==> src/rtl/hangman_pkg.sv <==
// Shared definitions for the parametrised hangman round controller.
//   game_st_t      : round state encoding, also driven out as game_state
//   new_game_code  : command code that starts a new round (one past the
//                    last letter code)
package hangman_pkg;

    typedef enum logic [1:0] {
        ST_START  = 2'd0,
        ST_INGAME = 2'd1,
        ST_WIN    = 2'd2,
        ST_LOST   = 2'd3
    } game_st_t;

    function automatic int new_game_code(input int alpha);
        return alpha;
    endfunction

endpackage

==> src/rtl/hangman_guess_unit.sv <==
// Combinational evaluation of one letter guess against the round masks.
//   letter        in  CMD_W  command code (only codes < ALPHA are letters)
//   word_mask     in  ALPHA  latched secret letter set
//   guessed_mask  in  ALPHA  letters already found
//   tried_mask    in  ALPHA  letters already tried
//   is_letter     out 1      code is a valid letter
//   hit           out 1      new letter present in the word
//   miss          out 1      new letter absent from the word
//   repeated      out 1      letter was already tried
//   repeat_miss   out 1      repeated letter that is absent from the word
//   all_found     out 1      guessed set plus this letter covers the word
//   guessed_next  out ALPHA  guessed set after a hit
//   tried_next    out ALPHA  tried set after this guess
module hangman_guess_unit #(
    parameter int ALPHA = 26,
    parameter int CMD_W = 5
) (
    input  logic [CMD_W-1:0] letter,
    input  logic [ALPHA-1:0] word_mask,
    input  logic [ALPHA-1:0] guessed_mask,
    input  logic [ALPHA-1:0] tried_mask,
    output logic             is_letter,
    output logic             hit,
    output logic             miss,
    output logic             repeated,
    output logic             repeat_miss,
    output logic             all_found,
    output logic [ALPHA-1:0] guessed_next,
    output logic [ALPHA-1:0] tried_next
);

    localparam logic [CMD_W-1:0] ALPHA_C = CMD_W'(ALPHA);

    logic [ALPHA-1:0] sel;
    logic             in_word;

    always_comb begin
        is_letter   = (letter < ALPHA_C);
        sel         = is_letter ? (ALPHA'(1) << letter) : '0;
        in_word     = |(word_mask & sel);
        repeated    = is_letter && |(tried_mask & sel);
        hit         = is_letter && !repeated && in_word;
        miss        = is_letter && !repeated && !in_word;
        repeat_miss = repeated && !in_word;
        // Win test uses the post-guess set so the win lands on the same edge.
        all_found   = ((guessed_mask | sel) == word_mask);
        guessed_next = hit ? (guessed_mask | sel) : guessed_mask;
        tried_next   = tried_mask | sel;
    end

endmodule

==> src/rtl/game_handler_param.sv <==
// Hangman round controller: round FSM, guessed/tried masks, lives counter and
// per-guess status pulses.
//   clk           in  1        system clock
//   reset         in  1        asynchronous, active-high
//   load          in  1        command strobe
//   load_x        in  CMD_W    letter code, or ALPHA for new game
//   mask          in  ALPHA    secret letter set, sampled at new game
//   guessed_mask  out ALPHA    correctly guessed letters
//   tried_mask    out ALPHA    all letters tried this round
//   game_state    out 2        START / INGAME / WINGAME / LOSTGAME
//   wrong_time    out LIVES_W  lives remaining
//   guess_hit     out 1        pulse: new correct letter
//   guess_miss    out 1        pulse: life lost
//   guess_repeat  out 1        pulse: letter already tried
module game_handler_param
    import hangman_pkg::*;
#(
    parameter int ALPHA      = 26,
    parameter int MAX_WRONG  = 5,
    parameter int CMD_W      = 5,
    parameter int LIVES_W    = 4,
    parameter int PEN_REPEAT = 0
) (
    input  logic               clk,
    input  logic               reset,
    input  logic               load,
    input  logic [CMD_W-1:0]   load_x,
    input  logic [ALPHA-1:0]   mask,
    output logic [ALPHA-1:0]   guessed_mask,
    output logic [ALPHA-1:0]   tried_mask,
    output logic [1:0]         game_state,
    output logic [LIVES_W-1:0] wrong_time,
    output logic               guess_hit,
    output logic               guess_miss,
    output logic               guess_repeat
);

    localparam logic [CMD_W-1:0]   NEW_CODE   = CMD_W'(new_game_code(ALPHA));
    localparam logic [LIVES_W-1:0] LIVES_FULL = LIVES_W'(MAX_WRONG);
    localparam logic               PEN        = (PEN_REPEAT != 0);

    game_st_t         state;
    logic [ALPHA-1:0] word_mask;

    logic             g_is_letter, g_hit, g_miss, g_repeat, g_repeat_miss, g_all_found;
    logic [ALPHA-1:0] g_guessed_next, g_tried_next;
    logic             lose_life;
    logic [LIVES_W-1:0] lives_dec;

    hangman_guess_unit #(
        .ALPHA (ALPHA),
        .CMD_W (CMD_W)
    ) u_guess (
        .letter       (load_x),
        .word_mask    (word_mask),
        .guessed_mask (guessed_mask),
        .tried_mask   (tried_mask),
        .is_letter    (g_is_letter),
        .hit          (g_hit),
        .miss         (g_miss),
        .repeated     (g_repeat),
        .repeat_miss  (g_repeat_miss),
        .all_found    (g_all_found),
        .guessed_next (g_guessed_next),
        .tried_next   (g_tried_next)
    );

    assign lose_life  = g_miss | (PEN & g_repeat_miss);
    // Saturating decrement; the counter never wraps below zero.
    assign lives_dec  = (wrong_time != '0) ? (wrong_time - LIVES_W'(1)) : '0;
    assign game_state = state;

    always_ff @(posedge clk or posedge reset) begin
        if (reset) begin
            state        <= ST_START;
            word_mask    <= '0;
            guessed_mask <= '0;
            tried_mask   <= '0;
            wrong_time   <= LIVES_FULL;
            guess_hit    <= 1'b0;
            guess_miss   <= 1'b0;
            guess_repeat <= 1'b0;
        end else begin
            guess_hit    <= 1'b0;
            guess_miss   <= 1'b0;
            guess_repeat <= 1'b0;
            if (load) begin
                if (load_x == NEW_CODE) begin
                    // Accepted in every state, so it doubles as a round abort.
                    word_mask    <= mask;
                    guessed_mask <= '0;
                    tried_mask   <= '0;
                    wrong_time   <= LIVES_FULL;
                    state        <= (mask == '0) ? ST_WIN : ST_INGAME;
                end else if (state == ST_INGAME && g_is_letter) begin
                    guessed_mask <= g_guessed_next;
                    tried_mask   <= g_tried_next;
                    guess_hit    <= g_hit;
                    guess_repeat <= g_repeat;
                    if (lose_life) begin
                        wrong_time <= lives_dec;
                        guess_miss <= 1'b1;
                        if (lives_dec == '0)
                            state <= ST_LOST;
                    end else if (g_hit && g_all_found) begin
                        state <= ST_WIN;
                    end
                end
            end
        end
    end

endmodule

==> config.mk <==
export PLATFORM = sky130hd
export DESIGN_NAME = game_handler_param
export DESIGN_NICKNAME = d
export VERILOG_FILES = /design/src/rtl/hangman_pkg.sv /design/src/rtl/hangman_guess_unit.sv /design/src/rtl/game_handler_param.sv
export SDC_FILE = /design/constraint.sdc
export NUM_CORES = 1
export LEC_CHECK = 0
export BUFFER_PORTS_ARGS = -buffer_cell sky130_fd_sc_hd__clkbuf_2
export CORE_MARGIN = 4
export CORE_UTILIZATION = 45
export DETAILED_ROUTE_END_ITERATION = 10
export PLACE_DENSITY = 0.67
export SLEW_MARGIN = 10
export SYNTH_ARGS = -nofsm -noshare
export SYNTH_HDL_FRONTEND = slang
export SYNTH_SLANG_ARGS = --single-unit
==> constraint.sdc <==
create_clock -name clk -period 3.3 [get_ports clk]
set_input_delay 0.33 -clock clk [delete_from_list [all_inputs] [get_ports clk]]
set_output_delay 0.33 -clock clk [all_outputs]
set_load 0.03 [all_outputs]
* Word-level counts from Yosys, hierarchy flattened
Cells that the tools add are included.
** Word-level totals
- Output and inout port bits :: 61
- Word-level logic and storage cells :: 67
- Input bits :: 34
- Register bits after elaboration :: 87
** Operators by class
- Equality and inequality tests :: 4
- Bitwise logic cells :: 4
- Order comparisons :: 1
- Add/subtract/negate cells :: 1
- Mux-type cells :: 26
- Shift-type cells :: 1
- Reductions and logical operators :: 22
** Operators by type and width (count)
- $mux 26 :: 6
- $and 26x26->26 :: 2
- $or 26x26->26 :: 2
- $reduce_or 26->1 :: 2
- $eq 26x26->1 :: 1
- $logic_not 26->1 :: 1
- $shl 1x5->26 const A :: 1
- $mux 4 :: 4
- $mux 2 :: 6
- $mux 1 :: 10
- $logic_and 1x1->1 :: 6
- $reduce_and 3->1 :: 2
- $reduce_bool 2->1 :: 3
- $eq 5x5->1 const B :: 1
- $lt 5x5->1 const B :: 1
- $logic_not 4->1 :: 1
- $reduce_and 2->1 :: 2
- $reduce_and 4->1 :: 1
- $reduce_bool 4->1 :: 1
- $sub 4x1->4 const B :: 1
- $ne 3x1->1 const B :: 1
- $reduce_bool 3->1 :: 1
- $eq 2x1->1 const B :: 1
- $logic_not 1->1 :: 2

* Logic depth before layout (Yosys ltp)
- Word-level depth :: 13
- Gate-level depth with buffers :: 12

* By module
A second synthesis with hierarchy kept.
** Unflattened totals
- Cells, all modules :: 468
- Area total of the unflattened synthesis :: 5233.8 sq um
** Modules (own cells, without submodules)
- game_handler_param :: cells an instance 229, times used 1, seq. area each 2179.6 sq um, area an instance 3404.5 sq um
- hangman_guess_unit :: cells an instance 239, times used 1, seq. area each 0.0 sq um, area an instance 1829.3 sq um

* Worst setup path before layout
Ideal clock, no wire load.
- Path kind :: flip-flop to flip-flop
- Start point :: register tried_mask[23]
- End point :: register wrong_time[3]
- Data required time :: 3.180 ns
- Setup slack :: 0.718 ns
- Arrival time :: 2.463 ns
- Period minus slack after synthesis :: 2.582 ns
- Setup time :: 0.120 ns
- Stages on the path, launching flop included :: 8
- Path buffers :: 0
- Cells stage by stage :: dfrtp_1 mux2i_1 o32ai_1 or4_4 a2111oi_4 nand4bb_2 or4_4 a31o_1
** On the way
- Longest elaborated chain between the ends :: 8
** Ends and longest elaborated chain
- start: declaration :: RTL line game_handler_param.sv:30 : output logic [ALPHA-1:0] tried_mask,
- start signal: assignment :: RTL line game_handler_param.sv:97 : tried_mask <= g_tried_next;
- $and 26x26->26 :: RTL line hangman_guess_unit.sv:41 : repeated = is_letter && |(tried_mask & sel);
- $reduce_or 26->1 :: RTL line hangman_guess_unit.sv:41
- $logic_and 1x1->1 :: RTL line hangman_guess_unit.sv:41
- $logic_not 1->1 :: RTL line hangman_guess_unit.sv:43 : miss = is_letter && !repeated && !in_word;
- $logic_and 1x1->1 (2 in a row) :: RTL line hangman_guess_unit.sv:43
- $reduce_bool 2->1 (no source line)
- $reduce_and 3->1 (no source line)
- end signal: assignment :: RTL line game_handler_param.sv:101 : wrong_time <= lives_dec;
- end: declaration :: RTL line game_handler_param.sv:32 : output logic [LIVES_W-1:0] wrong_time,
Every way passes these cells.
A chain may end at the register's enable or synchronous reset.

* Worst setup path in the final report
- Start point :: input port load_x[1]
- End point :: register state[1] (netlist: game_state[1])
** On the way
- Longest elaborated chain between the ends :: 11
- Elaborated cells on any way between the ends :: 25
- Classes of those cells :: order compare (1); eq/ne (3); shift (1); mux (4); bitwise (3); reduce/logical (13)
** Ends and longest elaborated chain
- start: declaration :: RTL line game_handler_param.sv:27 : input logic [CMD_W-1:0] load_x,
- $lt 5x5->1 or $shl 1x5->26 (tied branches) :: RTL line hangman_guess_unit.sv:38, hangman_guess_unit.sv:39
- $mux 26 :: RTL line hangman_guess_unit.sv:39 : sel = is_letter ? (ALPHA'(1) << letter) : '0;
- $and 26x26->26 :: RTL line hangman_guess_unit.sv:41
- $reduce_or 26->1 :: RTL line hangman_guess_unit.sv:41
- $logic_and 1x1->1 :: RTL line hangman_guess_unit.sv:41
- $logic_not 1->1 :: RTL line hangman_guess_unit.sv:42, hangman_guess_unit.sv:43
- $logic_and 1x1->1 :: RTL line hangman_guess_unit.sv:42, hangman_guess_unit.sv:43
- $logic_and 1x1->1 (on tied branches) :: RTL line hangman_guess_unit.sv:42, hangman_guess_unit.sv:43
- $logic_and 1x1->1 or $mux 2 (tied branches) :: RTL line game_handler_param.sv:105, game_handler_param.sv:100
- $reduce_bool 3->1 (no source line) or $mux 2 (tied branches)
- $reduce_and 4->1 (no source line) or $mux 2 (tied branches)
- end signal: assignment :: RTL line game_handler_param.sv:94 : state <= (mask == '0) ? ST_WIN : ST_INGAME;
- end: declaration :: RTL line game_handler_param.sv:42 : game_st_t state;
Parallel ways exist; a longest one is shown, timed or not. The select of a mux whose other input is x is not followed.

==> metrics <==
status complete, no violations; worst setup margin slightly below 0.4 ns; Finished Cell Area roughly 0.0057 mm²; P_sw ~1.3 mW; Die X 111 µm; post-route setup TNS 0 ns; critical path endpoint category flip-flop; DR WL/cell 20.0 µm; Post-Route Skew 0.00825 ns; Post-synth EDFFs 0; Core Area between 0.01 and 0.015 mm²; DRC violations left 0; sequential share of power 43.8%; Syn. warnings 0; total power 3.36 mW; RePlAce Congestion 0.945; Static Leak 2.84 nW; n_diodes 0; Row Count 37; Yosys reg bits 87; Synth Instances around 550; peak supply drop roughly 0.24 mV; Netlist cell types 69; Inserted Clock Buffers 9; hold_ws between 0.01 and 0.015 ns; Non-Filler Instances 791; Clk network pwr share 25.4%; Routed Antenna Nets 0; Worst setup SP type input port; Final Hold Violating Endpoints 0; Synth area leader dfrtp_1; WP data required about 3.6 ns; Worst-Skew Late Latency approximately 0.37 ns; hold_buf cts 0; worst hold path type in -> async; Max Cap Violations 0; placed insts ~780; mean cell area of the mapped netlist around 8.7 µm²; Final Cycle Share a little under 90%; io pins 95; ratio of cells with drive above 1 in the final layout between 20% and 30%; area of the mapped netlist 0.00480 mm²; largest net degree at the start of global routing 48; CTS tree yes; final setup fails 0; syn_nets between 500 and 600; crit path kind in -> reg; Port Buf Inserts between 90 and 100; Period minus WS final slightly below 3 ns; Comb power frac between 30% and 40%; # nets final slightly below 700; area share of the largest cell type after synthesis 44.3%; CP Buf/Inv Count 2; Slew Viols, Final 0; Die Span Y 111 µm; Crit-path slowest cell nor3_1; vias per inst slightly below 6; vias in the first global route 4394; ys async rst share 100%; Post-CTS Setup Inserts 0; Slew headroom 40.6%; top_reg_cell synth dfrtp_1; Core Util, Final 55.1%; Pre-Repair DR Iteration Count 5; clock root buffer clkbuf_8; Fmax around 340 MHz; via count between 4000 and 5000; CP Data Arrival Time about 3.2 ns; pwr/cell area 589 mW/mm²; top cells by area, synth dfrtp_1, nor2_1, a21oi_1; sw frac roughly two fifths; Worst-path clk slew 0.09 ns; WL final between 15000 and 20000 µm; pre-CTS WS ~0.13 ns; DRT iter0 DRCs between 500 and 600; worst setup path startpoint load_x[1]; Tot GR Track Use about a quarter; crit path cell chain clkbuf_2 > buf_4 > nor3_1 > a21oi_1 > xnor2_1 > nor4_1 > nand4_1 > nor3_2 > o21ai_1 > mux2_1; Worst Tran Pin Value ~0.88 ns; area grow syn2layout 18.9%; initial antenna violation count 0; RSZ-0062 raised after global routing no; CP Max Fanout 21; r2r startpoint tried_mask[15]; Die Area approximately 0.012 mm²; worst-case clock buffer depth 2; global route overflow 0; CP max stage delay between 0.7 and 0.8 ns; # resized after CTS 0; Crit path max-delay family simple AND/OR/NAND/NOR gates; first-pass GRT wire length between 20000 and 30000 µm; Internal Pwr Total about 2.1 mW; Seq/Total Area, Yosys 45.4%; Initial Util between 40% and 50%; Max H-tree Level 3; placed cell area ~0.0055 mm²; Final HPWL DP between 10000 and 15000 µm; clk sinks 87
==> final cells by class <==
cell class                      instances  area, µm²
Clock buffer                           13        159
Clock inverter                          3       65.1
Fill cell                            1022       4660
Inverter                               19       72.6
Multi-Input combinational cell        411       2360
Sequential cell                        87       2180
Tap cell                              136        170
Timing Repair Buffer                  122        706
==> cell usage after synthesis, drive strengths merged (4+ instances only) <==
cell and count:
a21oi 60, a31oi 9, and2 4, and3 5, buf 21, clkbuf 14, dfrtp 85, inv 19
mux2 4, mux2i 15, nand2 80, nand2b 10, nand3 12, nand3b 7, nand4 7, nor2 87
nor2b 6, nor3 9, nor4 12, o21ai 12, o32ai 7, or4 4, xnor2 12
==> routing by layer <==
metal,up-vias,part of all wire [%],GRT usage (%)
met4,0,2.0,7.70
met2,195,46,39.4
li1,2128,-,-
met3,23,6.2,3.70
met5,-,0,0
met1,2232,46,38.5
==> final timing paths <==
path,to,slack [ns],depth (start not counted)
setup / recovery,game_state[1],0.40,10
hold / removal,word_mask[1],0.01,2
setup reg to reg,game_state[1],0.61,8
hold reg to reg,tried_mask[6],0.53,2
max in group asynchronous,tried_mask[23],2.37,3
min in group clk,word_mask[25],0.17,3
==> registers in the layout, summed over array words and instances (netlist names) <==
name / cells
guessed_mask: 26
tried_mask: 26
word_mask: 26
wrong_time: 4
game_state: 2
guess_hit: 1
guess_miss: 1
guess_repeat: 1
==> layout by cell type (no fill, tap or decap), types with 3 or more instances in the layout <==
| master | Yosys | layout |
|---|---|---|
| clkbuf_2 | 0 | 94 |
| nor2_1 | 86 | 86 |
| dfrtp_1 | 85 | 85 |
| nand2_1 | 80 | 80 |
| a21oi_1 | 60 | 60 |
| buf_4 | 5 | 26 |
| inv_1 | 19 | 18 |
| mux2i_1 | 15 | 15 |
| nor4_1 | 12 | 12 |
| xnor2_1 | 12 | 12 |
| nand3_1 | 11 | 11 |
| o21ai_0 | 11 | 11 |
| clkbuf_8 | 0 | 11 |
| nand2b_1 | 10 | 10 |
| a31oi_1 | 9 | 9 |
| nand4_1 | 7 | 7 |
| nor3_1 | 7 | 7 |
| o32ai_1 | 7 | 7 |
| nor2b_1 | 6 | 6 |
| nand3b_1 | 6 | 6 |
| and2_1 | 4 | 4 |
| and3_1 | 5 | 4 |
| or2_2 | 3 | 3 |
| mux2_2 | 3 | 3 |
| and3b_1 | 3 | 3 |
| o211ai_1 | 3 | 3 |
==> power groups by stage <==
stage,Sequential (mW),Clock (mW),Combinational (mW)
6_report,1.47,0.853,1.04
3_5_place_dp,1.49,0,1.03
3_3_place_gp,1.48,0,1.02
2_1_floorplan,1.66,0,0.486
4_1_cts,1.47,0.860,1.04
5_1_grt,1.50,0.913,1.12
==> worst register-to-register path: stages (launching register included) <==
cell and delay (ns):
dfrtp_1 0.41, mux2i_1 0.18, o32ai_1 0.10, or4_4 0.57, a2111oi_4 0.41, o211ai_1 0.22, nor3_2 0.26, o21ai_1 0.11
mux2_1 0.32
==> cell families (layout without fill, tap and decap cells) <==
family | Yosys count | after routing | share of synthesized area (%)
XOR/XNOR | 14 | 14 | 2.55
flip-flops | 87 | 87 | 45.4
buffers and inverters | 54 | 157 | 5.57
AND/OR/NAND/NOR | 265 | 265 | 27.5
multiplexers | 19 | 19 | 4.06
adder cells (fa/ha/maj) | 1 | 1 | 0.260
AO/OA/AOI/OAI | 112 | 112 | 14.7
Note: power is estimated with default switching activity, not from simulation.
